[src/rtl/ptw_pte_port_if.sv]
// ptw_pte_port_if: request/grant/valid memory read port between the PTE responder and the data-side arbiter
interface ptw_pte_port_if;
    logic        mem_req;
    logic [63:0] mem_addr;
    logic        mem_gnt;
    logic        mem_rvalid;
    logic [63:0] mem_rdata;

    modport master (output mem_req, mem_addr, input mem_gnt, mem_rvalid, mem_rdata);
    modport slave  (input mem_req, mem_addr, output mem_gnt, mem_rvalid, mem_rdata);
endinterface

[src/rtl/ptw_pte_port.sv]
// ptw_pte_port: PTE read responder for the Sv39 walker; direct-mapped PTE cache present only with PTW_PTE_CACHE_EN
module ptw_pte_port #(
    parameter int PA_WIDTH = 56,
    parameter int IDX_BITS = 3
) (
    input  logic           clk,
    input  logic           rstn,
    input  logic           ren,
    input  logic [63:0]    pa,
    input  logic           flush,
    output logic [63:0]    pte,
    output logic           stall,
    ptw_pte_port_if.master mem
);
    typedef enum logic [1:0] {IDLE, REQ, WAIT, RESP} state_e;

    state_e      state_q;
    logic        req_q;
    logic [63:0] addr_q;
    logic [63:0] resp_q;
    logic        fill_ok_q;
    logic        hit;
    logic [63:0] hit_data;
    logic        fill;

    // read data is taken in WAIT, or in REQ when grant and data arrive together
    assign fill = (state_q == REQ && mem.mem_gnt && mem.mem_rvalid) || (state_q == WAIT && mem.mem_rvalid);

`ifdef PTW_PTE_CACHE_EN
    localparam int ENTRIES = 2 ** IDX_BITS;
    localparam int TAG_W   = PA_WIDTH - 3 - IDX_BITS;

    logic [ENTRIES-1:0]  valid_q;
    logic [TAG_W-1:0]    tag_q  [ENTRIES];
    logic [63:0]         data_q [ENTRIES];
    logic [IDX_BITS-1:0] idx;
    logic [IDX_BITS-1:0] fill_idx;
    logic                unused_ok;

    assign idx       = pa[3 +: IDX_BITS];
    assign fill_idx  = addr_q[3 +: IDX_BITS];
    assign hit       = valid_q[idx] && tag_q[idx] == pa[PA_WIDTH-1:3+IDX_BITS];
    assign hit_data  = data_q[idx];
    assign unused_ok = ^pa[2:0];

    // valid bits: set by a fill not cancelled by flush; flush clears all after the same-cycle lookup
    always_ff @(posedge clk or negedge rstn) begin
        if (!rstn) valid_q <= '0;
        else if (flush) valid_q <= '0;
        else if (fill && fill_ok_q) valid_q[fill_idx] <= 1'b1;
    end

    // tag and data storage written together with the valid bit
    always_ff @(posedge clk) begin
        if (fill && fill_ok_q && !flush) begin
            tag_q[fill_idx]  <= addr_q[PA_WIDTH-1:3+IDX_BITS];
            data_q[fill_idx] <= mem.mem_rdata;
        end
    end
`else
    logic unused_ok;

    assign hit       = 1'b0;
    assign hit_data  = '0;
    assign unused_ok = ^{pa[2:0], flush, fill, fill_ok_q};
`endif

    assign mem.mem_req  = req_q;
    assign mem.mem_addr = addr_q;
    assign stall        = state_q == IDLE ? ren && !hit : state_q != RESP;
    assign pte          = (state_q == IDLE && ren && hit) ? hit_data : resp_q;

    // walker request FSM: misses go out on the memory port, the response is presented for one cycle
    always_ff @(posedge clk or negedge rstn) begin
        if (!rstn) begin
            state_q   <= IDLE;
            req_q     <= 1'b0;
            addr_q    <= '0;
            resp_q    <= '0;
            fill_ok_q <= 1'b0;
        end else begin
            case (state_q)
                IDLE: if (ren && !hit) begin
                    state_q   <= REQ;
                    req_q     <= 1'b1;
                    addr_q    <= {pa[63:3], 3'b000};
                    fill_ok_q <= 1'b1;
                end
                REQ: begin
                    if (flush) fill_ok_q <= 1'b0;
                    if (mem.mem_gnt) begin
                        req_q <= 1'b0;
                        if (mem.mem_rvalid) begin
                            resp_q  <= mem.mem_rdata;
                            state_q <= RESP;
                        end else begin
                            state_q <= WAIT;
                        end
                    end
                end
                WAIT: begin
                    if (flush) fill_ok_q <= 1'b0;
                    if (mem.mem_rvalid) begin
                        resp_q  <= mem.mem_rdata;
                        state_q <= RESP;
                    end
                end
                default: state_q <= IDLE;
            endcase
        end
    end
endmodule

[src/flat_wrapper.sv]
// flat-port wrapper written by rule: the top's interface ports become plain ports
module ptw_pte_port_flat 
#(
    parameter int PA_WIDTH = 56,
    parameter int IDX_BITS = 3
)
  (clk, rstn, ren, pa, flush, pte, stall, mem_mem_req, mem_mem_addr, mem_mem_gnt, mem_mem_rvalid, mem_mem_rdata);
  ptw_pte_port_if mem_i ();
  input  logic clk;
  input  logic rstn;
  input  logic ren;
  input  logic [63:0] pa;
  input  logic flush;
  output logic [63:0] pte;
  output logic stall;
  output wire logic [$bits(mem_i.mem_req)-1:0] mem_mem_req;
  output wire logic [$bits(mem_i.mem_addr)-1:0] mem_mem_addr;
  input wire logic [$bits(mem_i.mem_gnt)-1:0] mem_mem_gnt;
  input wire logic [$bits(mem_i.mem_rvalid)-1:0] mem_mem_rvalid;
  input wire logic [$bits(mem_i.mem_rdata)-1:0] mem_mem_rdata;
  assign mem_mem_req = mem_i.mem_req;
  assign mem_mem_addr = mem_i.mem_addr;
  assign mem_i.mem_gnt = mem_mem_gnt;
  assign mem_i.mem_rvalid = mem_mem_rvalid;
  assign mem_i.mem_rdata = mem_mem_rdata;
  ptw_pte_port #(.PA_WIDTH(PA_WIDTH), .IDX_BITS(IDX_BITS)) u_core (.clk(clk), .rstn(rstn), .ren(ren), .pa(pa), .flush(flush), .pte(pte), .stall(stall), .mem(mem_i));
endmodule
[config.mk]
export PLATFORM = sky130hd
export DESIGN_NAME = ptw_pte_port_flat
export DESIGN_NICKNAME = d
export VERILOG_FILES = /design/src/rtl/ptw_pte_port_if.sv /design/src/rtl/ptw_pte_port.sv /design/src/flat_wrapper.sv
export SDC_FILE = /design/constraint.sdc
export NUM_CORES = 1
export LEC_CHECK = 0
export ABC_AREA = 1
export BUFFER_PORTS_ARGS = -buffer_cell sky130_fd_sc_hd__buf_2
export CELL_PAD_IN_SITES_DETAIL_PLACEMENT = 1
export CELL_PAD_IN_SITES_GLOBAL_PLACEMENT = 2
export CORE_ASPECT_RATIO = 1.25
export CORE_MARGIN = 5
export CORE_UTILIZATION = 27
export DETAILED_ROUTE_END_ITERATION = 12
export PLACE_DENSITY = 0.83
export SYNTH_ARGS = -nofsm -noshare
export SYNTH_HDL_FRONTEND = slang
export SYNTH_SLANG_ARGS = --single-unit
[constraint.sdc]
create_clock -name clk -period 4.58 [get_ports clk]
set_clock_uncertainty 0.1 [all_clocks]
set_input_delay 0.916 -clock clk [delete_from_list [all_inputs] [get_ports clk]]
set_output_delay 0.916 -clock clk [all_outputs]
set_load 0.005 [all_outputs]
After elaboration in Yosys (flattened, before gate mapping)
Cells that the tools add are included.

word-level totals
  bits in registers = 128
  bits in latches = 0
  bits in writable memories = 0
  bits in read-only memories = 0
  input bits = 134
  output and inout bits = 130
  word-level logic and storage cells = 29
  memories = 0

operators by class
  add/subtract/negate cells = 0
  multipliers = 0
  div/mod/pow operators = 0
  $lt $le $gt $ge = 0
  equality and inequality tests = 6
  shift operators = 0
  muxes and demuxes = 12
  bitwise logic cells = 0
  reduce and logical (&&, ||, !) cells = 7

operators by type and width
  operator              count
  $mux W64              2
  $pmux W64 S2          1
  $ne A2 B2 Y1 const B  4
  $mux W2               3
  $pmux W2 S3           1
  $reduce_and A3 Y1     2
  $mux W1               4
  $reduce_and A2 Y1     2
  $reduce_bool A2 Y1    2
  $eq A2 B1 Y1 const B  1
  $eq A2 B2 Y1 const B  1
  $logic_not A2 Y1      1
  $pmux W1 S2           1

Depth between registers and ports, before layout
  word-level depth = 3
  gate-level depth with buffers = 8
  mapped depth without buffers = 7

Least setup slack after synthesis
Ideal clock, no wire load.

  kind = in2out
  from = input ren
  to = output stall
  arrival time = 1340 ps
  data required time = 3564 ps
  setup slack = 2224 ps
  stages on the path = 3
  path buffers = 1
  cell sequence = nand2_2 -> buf_2 -> o21ai_0

between the ends
  longest elaborated chain between the ends = 1

ends and longest elaborated chain
  item                RTL line            text
  start: declaration  flat_wrapper.sv:11  input logic ren;
  $mux W1             ptw_pte_port.sv:70  assign stall = state_q == IDLE ? ren && !hit : state_q != RESP;
  end: declaration    flat_wrapper.sv:15  output logic stall;

No other way between the ends.

Worst setup path after layout
  from = register u_core.state_q[0]
  to = output stall

between the ends
  longest elaborated chain between the ends = 2
  elaborated cells between the ends (all ways) = 3
  those cells by class = eq/ne: 1; mux: 1; reduce/logical: 1

ends and longest elaborated chain
  item                                              RTL line            text
  start: declaration                                ptw_pte_port.sv:17  state_e state_q;
  start signal: assignment                          ptw_pte_port.sv:76  state_q <= IDLE;
  start signal: assignment                          ptw_pte_port.sv:84  state_q <= REQ;
  start signal: assignment                          ptw_pte_port.sv:95  state_q <= RESP;
  $ne A2 B2 Y1 or $logic_not A2 Y1 (tied branches)  ptw_pte_port.sv:70
  $mux W1 (*)                                       ptw_pte_port.sv:70

Every way passes the cells marked *; elsewhere a longest branch is shown, timed or not.

==> qor.yml <==
run_status:
  status: "finished clean"
detailed_routing:
  drt_iter0_markers: 192
  wl_per_cell_um: 14.8
  drt_wl_total_um: 16300
  via_count: 4721
  first_pass_iters: 4
  via_per_inst: 4.28
  drc: 0
  final_antenna_net_count: 0
timing:
  slew_headroom_pct: 30.4
  maxSlewViolCount: 0
  rsz0062_at_grt: "no"
  fmax_ghz: 0.371
  final.min_clock_period_ns: 2.69
  setup_viol: 0
  finalHoldViolations: 0
  fin_crit_sh_pct: 58.8
  setup_tns_ns: 0
  tightestPinTransition_ns: 1.04
floorplan:
  core_sq_mm: 0.0193
  rows: 57
  fp.dieH_um: 166
  io_pins: 264
  fp.dieW_um: 135
  start_util_pct: 27.2
  die-area_sq_mm: 0.0224
yosys:
  syn_area_per_cell_sq_um: 9.10
  synth_cell_types: 18
  synth_top_cell_by_area: "dfrtp_1"
  synth.yosys.seq_area_share_pct: 61.0
  ys_top_cells_by_area: "dfrtp_1, nand2_1, nand3_1, buf_12, clkbuf_8"
  yosysTopAreaCellShare_pct: 61.0
  synth_cells: 577
  synth_seq_cells: 128
  netlist_area_sq_mm: 0.00525
  yosysWarnings: 0
cells_and_area:
  seq_area_sq_mm: 0.00320
  final_cells: 1103
  area_growth_pct: 36.3
  fin_nets: 963
  layout_common_cells: "nand2_1, buf_2, dfrtp_1, nand3_1, clkbuf_16"
  final_core_util_pct: 37.0
  layout_commonest_cell: "nand2_1"
  fin_area_sq_mm: 0.00716
  multi_input_area_sq_mm: 0.00167
  insertedDiodeCount: 0
  layout-drive-gt1-share_pct: 35.6
  fillCellCount: 2378
placed_design:
  place_area_sq_mm: 0.00658
  place_hpwl_um: 11300
  placed_cells: 1071
  gp_congestion: 0.698
  numPortBuffers: 256
worst_setup_path:
  reg2reg_slack_ns: 2.18
  worst_setup_path_end_kind: "output pin"
  crit_type: "reg -> out"
  crit_fanout: 12
  slowest_delay_ns: 0.40
  critPathLaunchType: "register"
  worstPathCellList: "inv_1 > ha_1 > nand2_2 > o21ai_0 > buf_2"
  cp_num_buf_inv: 2
  critPathRequiredTime_ns: 3.56
  reg2reg_depth: 7
  cpLargestDelayFamily: "flip-flops"
  critical_path.reg2reg.endpoint: "u_core.pte[18]$_DFFE_PN0P_"
  r2r_start: "u_core.state_q[1]$_DFFE_PN0P_"
  crit_slowest_cell: "dfrtp_1"
  crit_arrival_ns: 1.68
grt:
  first_global_vias: 4977
  gr-usage-all-layers_pct: 14.8
  grt_overflow: 0
  antenna_found_initial: 1
  grt_max_degree: 65
  grt_pass1_wl_um: 26400
clock_tree:
  post-cts-setup-buffer-count: 0
  cts_resized: 0
  ctsHtreeMaxLevel: 4
  clk_path_buf_depth: 2
  insertion_delay_ns: 0.41
  hold_buffers: 0
  cts_made_buffers: 17
  cts_root_buffer: "clkbuf_16"
  cts_num_sinks: 128
  clk_pin_slew_ns: 0.06
  tritoncts: "built"
pwr:
  vdd_drop_max_mv: 0.225
  power.density_mw_per_mm2: 699
  p_leak_nw: 4.19
  power_mw: 5.00
flow_run:
  drv_cap: 0
worst_hold_path:
  min_path_type: "in -> async"
-- layer usage --
layer  global-route usage (%)  share of wire, %  wire length (um)  vias up
met5                        0             0.043                 7        -
met2                     23.8                47              7620      193
met1                     17.5                41              6690     2239
li1                         -                 -                 -     2270
met3                     6.85                11              1760       17
met4                     4.65               1.5               238        2
-- kinds of logic after synthesis --
| family | after synthesis | share of synthesized area, % |
|---|---|---|
| compound gates | 4 | 0.453 |
| fa+ha+maj | 4 | 0.953 |
| other cells | 1 | 0.0714 |
| buf+inv | 44 | 7.60 |
| flops | 128 | 61.0 |
| simple gates | 396 | 29.9 |
-- worst reg2reg max path, stage by stage, from the launching register on --
cell,delay (ns)
dfrtp_1,0.39
inv_1,0.08
ha_1,0.26
o21ai_4,0.78
nand2_2,0.06
buf_4,0.34
nand2_1,0.22
nand2_1,0.07
-- per-stage QoR --
stage / setup slack, ns / hold slack (ns)
after global routing: 1.64 / 0.298
after floorplan: 2.22 / 0.364
after CTS: 1.83 / 0.291
after detailed placement: 2.00 / 0.353
after global placement: 1.96 / 0.348
final: 1.89 / 0.305
-- report_power, final --
group / leakage (nW) / total, mW / internal (mW) / switching, mW
clock: 0.272 / 1.33 / 0.784 / 0.543
sequential: 1.60 / 1.92 / 1.66 / 0.260
combinational: 2.32 / 1.75 / 0.718 / 1.03
-- registers in the layout, summed over array words and instances (netlist names) --
signal,cells
u_core.mem.mem_req,1
u_core.state_q,2
u_core.mem.mem_addr,61
u_core.pte,64
-- final cells by class --
class	instances	share of cell area, %
clock inverter	13	1.82
timing repair buffer	262	18.7
multi-input combinational	407	23.3
inverter	9	0.472
tap	265	4.63
clock buffer	19	6.33
sequential	128	44.7
-- worst max-delay path by stage --
stage                                             start                            end  slack, ns  cells past startpoint
final                     u_core.state_q[0]$_DFFE_PN0P_                          stall       1.89                      5
after global routing      u_core.state_q[0]$_DFFE_PN0P_                          stall       1.64                      5
after detailed placement                 mem_mem_rvalid  u_core.state_q[0]$_DFFE_PN0P_       2.00                      8
after global placement                   mem_mem_rvalid  u_core.state_q[0]$_DFFE_PN0P_       1.96                      8
after CTS                 u_core.state_q[0]$_DFFE_PN0P_                          stall       1.83                      5
after floorplan                                     ren                          stall       2.22                      3
-- synth_stat cells (all sizes together) --
| master | n |
|---|---|
| nor2 | 2 |
| a21oi | 1 |
| buf | 23 |
| inv | 9 |
| clkbuf | 12 |
| conb | 1 |
| nand3 | 65 |
| dfrtp | 128 |
| nand2 | 329 |
| o21ai | 3 |
| ha | 4 |
(Power assumes the default switching activity.)
